$ cat src/rtl/vga_pkg.sv
// vga_pkg: default XGA (1024x768@60) raster timing and the level index type.
package vga_pkg;

  localparam int VGA_H_VISIBLE = 1024;
  localparam int VGA_H_FP      = 24;
  localparam int VGA_H_SYNC    = 136;
  localparam int VGA_H_TOTAL   = 1344;
  localparam int VGA_V_VISIBLE = 768;
  localparam int VGA_V_FP      = 3;
  localparam int VGA_V_SYNC    = 6;
  localparam int VGA_V_TOTAL   = 806;

  localparam int CNT_W = 11;

  typedef enum logic [1:0] {
    LEVEL_0,
    LEVEL_1,
    LEVEL_2,
    LEVEL_3
  } level_t;

endpackage

$ cat src/rtl/vga_level_latch.sv
// vga_level_latch: valid/ready level request that only takes effect on the apply strobe.
// state   | meaning
// IDLE    | ready high, waiting for level_valid
// PENDING | request captured, waiting for apply (vblank start)
// SETTLE  | level just updated, ready returns next cycle
module vga_level_latch
  import vga_pkg::*;
(
  input  logic       clk,
  input  logic       rst_n,
  input  logic [1:0] level_req,
  input  logic       level_valid,
  output logic       level_ready,
  input  logic       apply,
  output logic [1:0] level
);

  typedef enum logic [1:0] {
    IDLE,
    PENDING,
    SETTLE
  } state_t;

  state_t state;
  level_t req_q;

  always_ff @(posedge clk or negedge rst_n) begin
    if (!rst_n) begin
      state       <= IDLE;
      req_q       <= LEVEL_0;
      level       <= LEVEL_0;
      level_ready <= 1'b1;
    end else begin
      case (state)
        IDLE: begin
          if (level_valid && level_ready) begin
            req_q       <= level_t'(level_req);
            level_ready <= 1'b0;
            state       <= PENDING;
          end
        end
        PENDING: begin
          if (apply) begin
            level <= req_q;
            state <= SETTLE;
          end
        end
        SETTLE: begin
          level_ready <= 1'b1;
          state       <= IDLE;
        end
        default: begin
          level_ready <= 1'b1;
          state       <= IDLE;
        end
      endcase
    end
  end

endmodule

$ cat src/rtl/vga_timing_gen.sv
// vga_timing_gen: raster timing source with frame-aligned level select.
// Define VGA_TIMING_FRAME_CNT_EN to add the 16-bit frame_cnt output.
module vga_timing_gen
  import vga_pkg::*;
#(
  parameter int H_VISIBLE = VGA_H_VISIBLE,
  parameter int H_FP      = VGA_H_FP,
  parameter int H_SYNC    = VGA_H_SYNC,
  parameter int H_TOTAL   = VGA_H_TOTAL,
  parameter int V_VISIBLE = VGA_V_VISIBLE,
  parameter int V_FP      = VGA_V_FP,
  parameter int V_SYNC    = VGA_V_SYNC,
  parameter int V_TOTAL   = VGA_V_TOTAL
) (
  input  logic             clk,
  input  logic             rst_n,
  input  logic [1:0]       level_req,
  input  logic             level_valid,
  output logic             level_ready,
  output logic [1:0]       level,
  output logic             frame_start,
  output logic [CNT_W-1:0] hcount,
  output logic             hsync,
  output logic             hblnk,
  output logic [CNT_W-1:0] vcount,
  output logic             vsync,
  output logic             vblnk,
  output logic [11:0]      rgb
`ifdef VGA_TIMING_FRAME_CNT_EN
  ,
  output logic [15:0]      frame_cnt
`endif
);

  localparam logic [CNT_W-1:0] H_LAST       = CNT_W'(H_TOTAL - 1);
  localparam logic [CNT_W-1:0] H_BLNK_START = CNT_W'(H_VISIBLE);
  localparam logic [CNT_W-1:0] H_SYNC_START = CNT_W'(H_VISIBLE + H_FP);
  localparam logic [CNT_W-1:0] H_SYNC_END   = CNT_W'(H_VISIBLE + H_FP + H_SYNC);
  localparam logic [CNT_W-1:0] V_LAST       = CNT_W'(V_TOTAL - 1);
  localparam logic [CNT_W-1:0] V_BLNK_START = CNT_W'(V_VISIBLE);
  localparam logic [CNT_W-1:0] V_SYNC_START = CNT_W'(V_VISIBLE + V_FP);
  localparam logic [CNT_W-1:0] V_SYNC_END   = CNT_W'(V_VISIBLE + V_FP + V_SYNC);

  logic             running;
  logic             h_wrap;
  logic             v_wrap;
  logic [CNT_W-1:0] h_nxt;
  logic [CNT_W-1:0] v_nxt;
  logic             frame_nxt;
  logic             apply;

  // The first clock after reset presents (0,0) itself, so frame 0 gets its frame_start.
  always_comb begin
    h_wrap = (hcount == H_LAST);
    v_wrap = (vcount == V_LAST);
    h_nxt  = '0;
    v_nxt  = '0;
    if (running) begin
      h_nxt = h_wrap ? '0 : hcount + CNT_W'(1);
      v_nxt = !h_wrap ? vcount : (v_wrap ? '0 : vcount + CNT_W'(1));
    end
  end

  assign frame_nxt = (h_nxt == '0) && (v_nxt == '0);
  assign apply     = (h_nxt == '0) && (v_nxt == V_BLNK_START);
  assign rgb       = 12'h000;

  // Decode from the next counter values so every flag lines up with its count.
  always_ff @(posedge clk or negedge rst_n) begin
    if (!rst_n) begin
      running     <= 1'b0;
      hcount      <= '0;
      vcount      <= '0;
      hblnk       <= 1'b0;
      hsync       <= 1'b0;
      vblnk       <= 1'b0;
      vsync       <= 1'b0;
      frame_start <= 1'b0;
    end else begin
      running     <= 1'b1;
      hcount      <= h_nxt;
      vcount      <= v_nxt;
      hblnk       <= (h_nxt >= H_BLNK_START);
      hsync       <= (h_nxt >= H_SYNC_START) && (h_nxt < H_SYNC_END);
      vblnk       <= (v_nxt >= V_BLNK_START);
      vsync       <= (v_nxt >= V_SYNC_START) && (v_nxt < V_SYNC_END);
      frame_start <= frame_nxt;
    end
  end

`ifdef VGA_TIMING_FRAME_CNT_EN
  always_ff @(posedge clk or negedge rst_n) begin
    if (!rst_n) begin
      frame_cnt <= '0;
    end else if (frame_nxt) begin
      frame_cnt <= frame_cnt + 16'd1;
    end
  end
`endif

  vga_level_latch u_level_latch (
    .clk         (clk),
    .rst_n       (rst_n),
    .level_req   (level_req),
    .level_valid (level_valid),
    .level_ready (level_ready),
    .apply       (apply),
    .level       (level)
  );

endmodule
$ cat config.mk
export PLATFORM = sky130hd
export DESIGN_NAME = vga_timing_gen
export DESIGN_NICKNAME = d
export VERILOG_FILES = /design/src/rtl/vga_pkg.sv /design/src/rtl/vga_level_latch.sv /design/src/rtl/vga_timing_gen.sv
export SDC_FILE = /design/constraint.sdc
export NUM_CORES = 1
export LEC_CHECK = 0
export ABC_CLOCK_PERIOD_IN_PS = 3300
export CAP_MARGIN = 10
export CORE_UTILIZATION = 35
export CTS_CLUSTER_DIAMETER = 50
export DETAILED_ROUTE_END_ITERATION = 10
export DONT_BUFFER_PORTS = 1
export GPL_TIMING_DRIVEN = 1
export PLACE_DENSITY_LB_ADDON = 0.08
export SLEW_MARGIN = 0
export SYNTH_ARGS = -nofsm -noshare
export SYNTH_HDL_FRONTEND = slang
export SYNTH_SLANG_ARGS = --single-unit
$ cat constraint.sdc
create_clock -name clk -period 3.3 [get_ports clk]
set_input_delay 0.33 -clock clk [delete_from_list [all_inputs] [get_ports clk]]
set_output_delay 0.33 -clock clk [all_outputs]
set_load 0.02 [all_outputs]
# After elaboration in Yosys (flattened, before gate mapping)
# Cells that the tools add are included.
word_totals:
  elab_cells: 49
  out_inout_bits: 42
  regBits: 35
  in_bits: 5
op_classes:
  bitwise: 1
  reduce_logical: 12
  muxes: 10
  n_lt_le_gt_ge: 6
  addsub: 2
  n_eq_ne: 6
op_table:
  columns: ["op", "n"]
  rows:
  - ["$mux 11", 5]
  - ["$add 11x1->11 const B", 2]
  - ["$eq 11x10->1 const B", 2]
  - ["$ge 11x10->1 const B", 2]
  - ["$ge 11x11->1 const B", 2]
  - ["$logic_not 11->1", 2]
  - ["$eq 11x11->1 const B", 1]
  - ["$lt 11x10->1 const B", 1]
  - ["$lt 11x11->1 const B", 1]
  - ["$reduce_and 2->1", 4]
  - ["$logic_and 1x1->1", 5]
  - ["$mux 2", 2]
  - ["$pmux 2 s2", 1]
  - ["$eq 2x1->1 const B", 1]
  - ["$logic_not 2->1", 1]
  - ["$ne 2x1->1 const B", 1]
  - ["$ne 2x2->1 const B", 1]
  - ["$pmux 1 s2", 1]
  - ["$mux 1", 1]
  - ["$not 1->1", 1]

# Longest topological paths before layout
# Gate-level depths: netlist of run 1.
logic_depth:
  ltp_word: 8
  ltp_mapped: 11
  depth_no_buf: 9

# By module
# Synthesis of run 1 repeated with hierarchy kept, for this count alone.
hier_totals:
  hier_cells: 240
  area_unflattened_um2: 2210.9
modules_own_cells:
  columns: ["module", "n_inst", "area_each_um2", "cells_each", "seq_area_each_um2"]
  rows:
  - ["vga_timing_gen", 1, 1931.9, 221, 700.7]
  - ["vga_level_latch", 1, 279.0, 19, 176.4]

# Worst setup path before layout of run 1
# Ideal clock, no wire load.
synth_timing:
  path_type: "register -> register"
  from: "reg hcount[1]"
  to: "reg u_level_latch.level[0]"
  path_buffers: 2
  required_time_ps: 3175
  setup_slack_ps: 469
  period_less_slack_ps: 2831
  arrival_ps: 2706
  stages_incl_launch_ff: 11
  setup_time_ps: 125
  cell_sequence: "dfrtp_1 > ha_1 > buf_2 > and4_1 > buf_2 > nand3_2 > or4_4 > a21oi_4 > nor4b_4 > nand4b_4 > mux2_4"
synth_between:
  elab_chain_cells: 6
  elab_cells_between_ends: 10
  cone_classes: "1 x add/sub; 2 x eq/ne; 4 x mux; 3 x reduce/logical"
synth_rtl:
  columns: ["item", "line", "rtl"]
  rows:
  - ["start, declared", "vga_timing_gen.sv:22", "output logic [CNT_W-1:0] hcount,"]
  - ["start signal, assigned", "vga_timing_gen.sv:81", "hcount <= h_nxt;"]
  - ["$eq 11x11->1", "vga_timing_gen.sv:54", "h_wrap = (hcount == H_LAST);"]
  - ["$mux 11", "vga_timing_gen.sv:60", "v_nxt = !h_wrap ? vcount : (v_wrap ? '0 : vcount + CNT_W'(1));"]
  - ["$mux 11", "vga_timing_gen.sv:58", "if (running) begin"]
  - ["via v_nxt[9]", "vga_timing_gen.sv:48", "logic [CNT_W-1:0] v_nxt;"]
  - ["$eq 11x10->1", "vga_timing_gen.sv:65", "assign apply = (h_nxt == '0) && (v_nxt == V_BLNK_START);"]
  - ["$logic_and 1x1->1", "vga_timing_gen.sv:65", null]
  - ["$reduce_and 2->1 (no source line)", null, null]
  - ["end signal, assigned", "vga_level_latch.sv:44", "level <= req_q;"]
  - ["end, declared", "vga_level_latch.sv:15", "output logic [1:0] level"]
# The timed path passes the listed nets, and every way through them passes these cells.
# A chain may end at the register's enable or synchronous reset.

# Worst setup path after layout of run 1
layout_timing:
  from: "reg hcount[7]"
  to: "reg u_level_latch.level[1]"
layout_between:
  elab_chain_cells: 6
  elab_cells_between_ends: 10
  cone_classes: "1 x add/sub; 2 x eq/ne; 4 x mux; 3 x reduce/logical"
layout_rtl:
  columns: ["item", "line"]
  rows:
  - ["$add 11x1->11 / $eq 11x11->1 (equally long branches)", "vga_timing_gen.sv:59, vga_timing_gen.sv:54"]
  - ["$mux 11, on equally long branches", "vga_timing_gen.sv:59, vga_timing_gen.sv:60"]
  - ["$mux 11", "vga_timing_gen.sv:58"]
  - ["$logic_not 11->1 / $eq 11x10->1 (equally long branches)", "vga_timing_gen.sv:65"]
  - ["$logic_and 1x1->1 *", "vga_timing_gen.sv:65"]
  - ["$reduce_and 2->1 (no source line) *", null]
# Every way passes the cells marked *; elsewhere a longest branch is shown, timed or not.

==> flow_metrics.tcl, run 1 <==
set metrics [dict create \
    drv_cap 0 \
    synth.ff_latch_count 35 \
    holdCritPathClass "in -> reg" \
    wl_per_cell_um 16.94 \
    h-tree-depth 2 \
    die_y_um 80.58 \
    synthFlopType "dfrtp_1" \
    slowest_stage "or4b_4" \
    switching_power_mw 0.2108 \
    n_antenna_cell 0 \
    track_usage_pct 17.24 \
    crit_family "simple AND/OR/NAND/NOR gates" \
    max_slew.worst_pin.slew_ns 0.6463 \
    cts_buffers 5 \
    path_class "reg -> reg" \
    synth_cell_types 61 \
    power_frac_seq_pct 51.6 \
    drc 0 \
    place_ws_ns 0.4648 \
    io_buffer_count 0 \
    synth-warning-count 0 \
    p_leak_nw 1.009 \
    utilization_pct 40.17 \
    first_pass_iters 4 \
    area_growth_pct 10.08 \
    synthesis.area_um2 2161 \
    setup_viol 0 \
    ys_seq_area_share_pct 40.59 \
    cts_root_buffer "clkbuf_8" \
    fp.dieW_um 80.58 \
    drive_above_1_share_pct 17.75 \
    ios 47 \
    slew_viol_final 0 \
    cp-start-kind "register" \
    rsz0062_at_grt "false" \
    crit_buf_inv 0 \
    syn-instance-count 220 \
    max_freq_ghz 0.3493 \
    fp-row-count 28 \
    gp_congestion 0.8397 \
    synth.top_cell.area_share_pct 39.37 \
    final.fill_count 598 \
    final_cell_mix "dfrtp_1, nand2_1, conb_1" \
    place_hpwl_um 3823 \
    internal_power_mw 0.6420 \
    cts_setup_buffers 0 \
    clk-insertion-delay-late_ns 0.29 \
    synth_area_leaders "dfrtp_1, buf_4, nand2_1, a21oi_1, nor4b_4" \
    antenna_found_initial 0 \
    first_global_vias 1626 \
    critPathCaptureType "register" \
    clk_pin_slew_ns 0.08 \
    fin_ws_ns 0.4371 \
    arrival_ns 3.04 \
    tritoncts "built" \
    drt-initial-drc-count 114 \
    combPwrFrac_pct 7.6 \
    worst_ir_drop_vdd_mv 0.1550 \
    relSlewSlack_pct 56.62 \
    final_nets 238 \
    via_count 1707 \
    clockBufferDepth 2 \
    drtAntennaViolNets 0 \
    synth_top_cell_by_area "dfrtp_1" \
    critPathMaxFanout 10 \
    p_per_area_nw_per_um2 358.5 \
    hold_ws_ns 0.1876 \
    grt_pass1_wl_um 8362 \
    fin_worst_skew_ns 0.009511 \
    period_minus_slack_ns 2.863 \
    fin_crit_sh_pct 86.75 \
    clockPowerShare_pct 40.9 \
    start_util_pct 36.50 \
    drt-total-wl_um 5185 \
    crit_chain "or4b_4 > o31ai_4 > a21o_1 > o2111ai_1 > nor4_4 > nand4b_4 > mux2_4" \
    core-area_um2 5921 \
    final_hold_viol_count 0 \
    crit_required_ns 3.47 \
    synth_area_per_cell_um2 9.822 \
    layout_commonest_cell "dfrtp_1" \
    cts_sinks 35 \
    grt_max_degree 36 \
    synth_edf_count 0 \
    grt.overflow.total 0 \
    p_sw_share_pct 24.72 \
    die-area_um2 6492 \
    vias_per_cell 5.578 \
    cp_slowest_stage_delay_ns 0.62 \
    tns_ns 0 \
    synthArstFlopShare_pct 100.0 \
    reg2reg_slack_ns 0.44 \
    status "complete, no violations" \
]
-- registers in the layout (all words and copies together), names as in the netlist, 2 cells and up --
name / cells
u_level_latch.req_q: 2
vcount: 11
hcount: 11
u_level_latch.level: 2
u_level_latch.state: 2
-- repair_timing --
action / 4_1_cts / 5_1_grt
hold buffers: 2 / 0
endpoints found under the hold margin: 35 / 0
resized for setup: 0 / 0
-- synthesized netlist by cell type (3+ instances only) --
master	number
dfrtp_1	34
nand2_1	18
buf_4	12
nor2_1	11
a21oi_1	10
nand3_1	9
o21ai_0	8
nor3_1	7
and2_1	6
inv_1	6
and4_1	5
buf_2	5
nand4_1	5
xnor2_1	5
a311oi_1	4
clkbuf_1	4
a31oi_1	3
ha_1	3
nand2b_1	3
o21a_1	3
o31ai_1	3
or3_1	3
xor2_1	3
-- area by class of cell --
type | count | area (um2) | share of cell area, %
sequential | 35 | 877.1 | 36.88
multi-input combinational | 167 | 1157 | 48.66
timing repair buffer | 14 | 120.1 | 5.050
clock inverter | 1 | 7.507 | 0.3156
tap | 75 | 93.84 | 3.945
inverter | 7 | 26.28 | 1.105
clock buffer | 7 | 96.34 | 4.051
-- kinds of logic after synthesis --
family                   synth area share [%]
AO/OA/AOI/OAI                           16.97
XOR/XNOR                                3.243
adder cells (fa/ha/maj)                 1.737
buffers and inverters                   7.759
flip-flops                              40.59
multiplexers                            2.432
other                                  0.3476
AND/OR/NAND/NOR                         26.93
-- final timing paths --
path / startpoint / end / cells past startpoint
max: hcount[7] / u_level_latch.level[1] / 7
min: level_req[1] / u_level_latch.req_q[1] / 1
max reg2reg: hcount[7] / u_level_latch.level[1] / 7
min reg2reg: u_level_latch.state[1] / u_level_latch.state[0] / 1
max in group asynchronous: rst_n / u_level_latch.level_ready / 2
min in group asynchronous: rst_n / vcount[8] / 2
-- power groups by stage --
| stage | sequential, mW | combinational [mW] | clock [mW] |
|---|---|---|---|
| finish | 0.440 | 0.0645 | 0.349 |
| global placement | 0.448 | 0.0517 | 0 |
| global route | 0.440 | 0.0716 | 0.385 |
| CTS | 0.440 | 0.0655 | 0.363 |
| floorplan | 0.451 | 0.0465 | 0 |
| detailed placement | 0.448 | 0.0519 | 0 |
-- stage by stage --
| step | power, mW | cell area (um2) | std cells |
|---|---|---|---|
| 6_report | 0.8528 | 2379 | 306 |
| 5_1_grt | 0.8970 | 2379 | 306 |
| 4_1_cts | 0.8678 | 2379 | 306 |
| 3_5_place_dp | 0.5000 | 2245 | 296 |
| 3_3_place_gp | 0.5000 | 2245 | 296 |
| 2_1_floorplan | 0.4975 | 2202 | 231 |
-- per-layer routing --
metal	wire length, um	global-route usage (%)	vias to the layer above	part of all wire, %
met5	0	0	-	0
met4	76	6.250	0	1.5
met3	382	6.136	8	7.4
met2	2333	25.00	60	45
met1	2391	23.30	833	46
li1	-	-	806	-
Power figures use the tool's default switching activity.
==> run 2: changes to the inputs <==
- ABC_AREA: default -> 1
- GPL_ROUTABILITY_DRIVEN: default -> 0
==> run 2 against run 1 <==
Effect of this change:
- worst setup slack better by 0.43 ns
- largest cell class unchanged
- count of clock-buffer cells in the layout is 1 lower
- largest power group unchanged
- cell area grew 3.6%
- synthesized cell count up 45%
==> flow_metrics.tcl, run 2 <==
set metrics [dict create \
    clk-insertion-delay-late_ns 0.29 \
    cts_buffers 5 \
    via_count 1899 \
    grt.overflow.total 0 \
    relSlewSlack_pct 61.03 \
    tritoncts "built" \
    synth_area_leaders "dfrtp_1, nand2_1, inv_1, nor2_1, nand3_1" \
    crit_required_ns 3.48 \
    worst_ir_drop_vdd_mv 0.1331 \
    drt-total-wl_um 5387 \
    synth-warning-count 0 \
    max_freq_ghz 0.4107 \
    ys_seq_area_share_pct 38.45 \
    synth.ff_latch_count 35 \
    status "complete, no violations" \
    rsz0062_at_grt "false" \
    die-area_um2 6843 \
    syn-instance-count 318 \
    fp-row-count 29 \
    holdPathEnd "u_level_latch.req_q[0]" \
    final_area_um2 2465 \
    grt_use_met1_pct 24.36 \
    critPathCaptureType "register" \
    holdCritPathClass "in -> reg" \
    post_cts_resized 0 \
    track_usage_pct 17.09 \
    combPwrFrac_pct 5.3 \
    cp_slowest_stage_delay_ns 0.60 \
    drtAntennaViolNets 0 \
    synth_cell_types 30 \
    p_sw_share_pct 23.68 \
    vias_per_cell 4.712 \
    synth_edf_count 0 \
    internal_power_mw 0.6894 \
    gr-max-usage-layer "met2" \
    dpl_cell_area_um2 2317 \
    wl_per_cell_um 13.37 \
    clockPowerShare_pct 45.0 \
    synthesis.area_um2 2281 \
    power_frac_seq_pct 49.7 \
    drt-initial-drc-count 79 \
    io_buffer_count 0 \
    reg_top3 "hcount x11, vcount x11" \
    grt_pass1_wl_um 8673 \
    clockBufferDepth 2 \
    r2r_end "u_level_latch.level[0]" \
    reg2reg_slack_ns 0.87 \
    p_leak_nw 1.396 \
    drive_above_1_share_pct 12.27 \
    path_class "reg -> reg" \
    setup_viol 0 \
    fin_worst_skew_ns 0.003149 \
    fp.dieW_um 82.73 \
    p_per_area_nw_per_um2 366.5 \
    cts_root_buffer "clkbuf_8" \
    layout_commonest_cell "nand2_1" \
    final_hold_viol_count 0 \
    arrival_ns 2.62 \
    tns_ns 0 \
    start_util_pct 36.13 \
    first_global_vias 1771 \
    hold_start "level_req[0]" \
    grt_max_degree 36 \
    synth_area_per_cell_um2 7.173 \
    r2r_start "hcount[0]" \
    critPathMaxFanout 9 \
    crit_top_cell "nand2_1" \
    switching_power_mw 0.2139 \
    clk_pin_slew_ns 0.07 \
    period_minus_slack_ns 2.435 \
    drc 0 \
    slowest_stage "dfrtp_1" \
    area_growth_pct 8.063 \
    synthMostInstantiatedCell "nand2_1" \
    synth.top_cell.area_share_pct 37.30 \
    synthArstFlopShare_pct 100.0 \
    cp-start-kind "register" \
    h-tree-depth 2 \
    antenna_found_initial 0 \
    grt_use_met3_pct 2.857 \
    final_nets 333 \
    synthFlopType "dfrtp_1" \
    use_met2_pct 25.98 \
    worst_r2r_path_depth 14 \
    utilization_pct 39.04 \
    crit_chain "ha_1 > nand3_4 > nor2_8 > nand2_4 > nand2_8 > inv_4 > nand2_2 > nand2_1 > nor2_1 > nand2_1 > nor2_4 > nand4_2 > nand2_1 > nand2_1" \
    synth_top_cell_by_area "dfrtp_1" \
    slew_viol_final 0 \
    n_antenna_cell 0 \
    cts_sinks 35 \
    place_hpwl_um 4151 \
    holdPathStages 2 \
    ios 47 \
    fin_crit_sh_pct 73.79 \
    ys_top_cells_by_count "nand2_1, inv_1, nor2_1" \
    die_y_um 82.73 \
    core-area_um2 6314 \
    drv_cap 0 \
    first_pass_iters 4 \
    max_slew.worst_pin.slew_ns 0.5846 \
    final_cell_mix "nand2_1, inv_1, nor2_1" \
]
[run 2: worst max-delay path by stage]
stage          startpoint                endpoint  slack, ns  cells past startpoint
2_1_floorplan   hcount[0]  u_level_latch.level[0]       1.20                     14
3_3_place_gp    hcount[0]  u_level_latch.level[0]       0.85                     14
3_5_place_dp    hcount[0]  u_level_latch.level[0]       0.84                     14
4_1_cts         hcount[0]  u_level_latch.level[0]       0.82                     14
5_1_grt         hcount[0]  u_level_latch.level[0]       0.64                     14
6_report        hcount[0]  u_level_latch.level[0]       0.87                     14
[run 2: through the flow]
stage               power, mW  setup slack [ns]  cells  hold WS, ns
floorplan              0.4991             1.203    329      0.03441
global placement       0.4935            0.8505    393      0.03552
detailed placement     0.4934            0.8379    393      0.03607
CTS                    0.9192            0.8157    403       0.1475
global route           0.9418            0.6429    403       0.1583
finish                 0.9034            0.8651    403       0.1547
[run 2: area by class of cell]
class,instances,area (um2)
clock buffers,6,82.58
clock inverters,2,35.03
fillers,704,3849
inverters,55,209.0
multi-input cells,226,1135
flip-flops and latches,35,877.1
well taps,77,96.34
repair buffers,2,30.03
[run 2: logic make-up (layout without fill, tap and decap cells)]
logic type	count (synthesis)	count (layout)	synth area share [%]
AO/OA/AOI/OAI	5	5	1.317
XOR/XNOR	2	2	0.7681
adder cells (fa/ha/maj)	3	3	1.646
buffers and inverters	68	65	13.60
flip-flops	35	35	38.45
other	2	13	0.3293
AND/OR/NAND/NOR	203	203	43.88
[run 2: per-layer routing]
layer  vias up  routed length [um]
met1       865                2690
met3         7                 258
li1        964                   -
met5         -                   0
met4         0                  76
met2        63                2361
[run 2: power by group through the flow]
stage / combinational (mW) / clock [mW] / sequential, mW
floorplan: 0.0451 / 0 / 0.454
global placement: 0.0362 / 0 / 0.457
detailed placement: 0.0361 / 0 / 0.457
CTS: 0.0495 / 0.421 / 0.449
global route: 0.0567 / 0.435 / 0.450
finish: 0.0480 / 0.407 / 0.449
[run 2: timing repair]
item,4_1_cts,5_1_grt
endpoints found under the hold margin,35,0
hold buffers,2,0
setup buffers,0,0
[run 2: worst max-delay path: cells and delay by family, from the launching register on]
family | cells | cell delay (ns)
adders and majority gates | 1 | 0.32
buffers and inverters | 1 | 0.07
DFF | 1 | 0.60
and+or+nand+nor | 12 | 1.32
==> run 3: changes to the inputs <==
- ABC_CLOCK_PERIOD_IN_PS: 3300 -> 2500
- clock period: 3.3 -> 2.5 ns (I/O delays scaled with it)
==> run 3 against run 2 <==
Effect of this change:
- cell area is 0.91% higher
- critical path depth unchanged
- count of clock-buffer cells in the layout unchanged
- die area unchanged
- highest routed layer unchanged
==> flow_metrics.tcl, run 3 (synthesized netlist as in run 2, its figures left out) <==
set metrics [dict create \
    first_global_vias 1820 \
    wl_per_cell_um 13.00 \
    multiInputGateArea_um2 1135 \
    crit_end "u_level_latch.level[0]" \
    tns_ns 0 \
    max_slew.worst_pin.slew_ns 0.6378 \
    arrival_ns 2.38 \
    r2r_end "u_level_latch.level[0]" \
    cts_buffers 5 \
    critPathMaxFanout 9 \
    post_cts_resized 0 \
    drt-initial-drc-count 82 \
    area_growth_pct 9.051 \
    place_hpwl_um 4128 \
    first_pass_iters 4 \
    fp.dieW_um 82.73 \
    clk-insertion-delay-late_ns 0.28 \
    core-area_um2 6314 \
    via_count 1914 \
    holdCritPathClass "in -> reg" \
    drt-total-wl_um 5317 \
    setup_viol 0 \
    final_nets 340 \
    worst_r2r_path_depth 14 \
    rsz0062_at_grt "false" \
    status "complete, no violations" \
    clk_pin_slew_ns 0.07 \
    ios 47 \
    critPathCaptureType "register" \
    drtAntennaViolNets 0 \
    clockBufferDepth 2 \
    antenna_found_initial 0 \
    slew_viol_final 0 \
    crit_required_ns 2.67 \
    drv_cap 0 \
    cts_root_buffer "clkbuf_8" \
    start_util_pct 36.13 \
    grt_max_degree 36 \
    fin_crit_sh_pct 88.39 \
    cp-start-kind "register" \
    final_hold_viol_count 0 \
    grt_pass1_wl_um 8818 \
    period_minus_slack_ns 2.210 \
    regArea_um2 877.1 \
    reg2reg_slack_ns 0.29 \
    r2r_start "hcount[9]" \
    vias_per_cell 4.680 \
    relSlewSlack_pct 57.48 \
    layout_commonest_cell "nand2_1" \
    utilization_pct 39.40 \
    path_class "reg -> reg" \
    final.fill_count 685 \
    io_buffer_count 0 \
    fin_worst_skew_ns 0.004404 \
    tritoncts "built" \
    p_per_area_nw_per_um2 432.5 \
    n_antenna_cell 0 \
    startpoint "hcount[9]" \
    grt.overflow.total 0 \
    cts_sinks 35 \
    hold_ws_ns 0.08427 \
    worst_ir_drop_vdd_mv 0.2127 \
    cts_hold_buf 2 \
    drc 0 \
    die_y_um 82.73 \
    final_cell_mix "nand2_1, inv_1, nor2_1" \
    max_freq_ghz 0.4525 \
    p_leak_nw 1.419 \
    h-tree-depth 2 \
    cts_setup_buffers 0 \
    drive_above_1_share_pct 13.86 \
    fp-row-count 29 \
    track_usage_pct 17.50 \
    die-area_um2 6843 \
    reg_top3 "hcount x11, vcount x11" \
]
==> run 3: cell count changes in the layout (fill, tap and decap cells not counted), sizes merged <==
cell    previous run  this run
buf                1         8
bufinv             1         0
==> run 3: cell type report <==
class	instances	area share, %
repair buffers	9	3.320
flip-flops and latches	35	35.26
multi-input cells	226	45.62
clock inverters	1	0.2012
inverters	55	8.400
clock buffers	6	3.320
well taps	77	3.873
==> run 3: power by group <==
part           switching, mW  leakage [nW]  internal [mW]  total, mW
Combinational         0.0567         0.899         0.0185     0.0752
Clock                  0.198        0.0470          0.216      0.414
Sequential            0.0141         0.473          0.573      0.587
Total                  0.268          1.42          0.807       1.08
==> run 3: stage by stage <==
stage | power [mW] | setup slack [ns] | area [um2] | std cells
6_report | 1.076 | 0.2901 | 2487 | 409
5_1_grt | 1.136 | 0.05833 | 2487 | 409
4_1_cts | 1.093 | 0.2358 | 2487 | 409
3_5_place_dp | 0.6567 | 0.2696 | 2370 | 400
3_3_place_gp | 0.6572 | 0.2218 | 2370 | 400
2_1_floorplan | 0.6588 | 0.4032 | 2322 | 329
==> run 3: worst max-delay path: stages, from the launching register on <==
cell and delay [ns]:
dfrtp_1 0.50, inv_1 0.14, nand3_1 0.15, nor2_4 0.22, nand2_4 0.10, nand2_8 0.12, inv_4 0.07, nand2_2 0.07
nand2_1 0.05, nor2_1 0.14, nand2_1 0.10, nor2_4 0.15, nand4_2 0.14, nand2_1 0.08, nand2_1 0.05
==> run 3: worst min path at each step <==
stage | start | endpoint | slack (ns) | depth (start not counted)
6_report | level_req[0] | u_level_latch.req_q[0] | 0.08 | 2
5_1_grt | level_req[0] | u_level_latch.req_q[0] | 0.09 | 2
4_1_cts | level_req[0] | u_level_latch.req_q[0] | 0.08 | 2
3_5_place_dp | rst_n | vcount[6] | -0.04 | 0
3_3_place_gp | rst_n | vcount[6] | -0.04 | 0
2_1_floorplan | rst_n | frame_start | -0.05 | 0
==> run 3: layer usage <==
metal  up-vias  wire length (um)  track usage, %  part of all wire, %
li1        983                 -               -                    -
met1       879              2534           23.43                   48
met2        45              2424           28.03                   46
met3         7               296           4.176                  5.6
met4         0                61           4.655                  1.1
met5         -                 0               0                    0
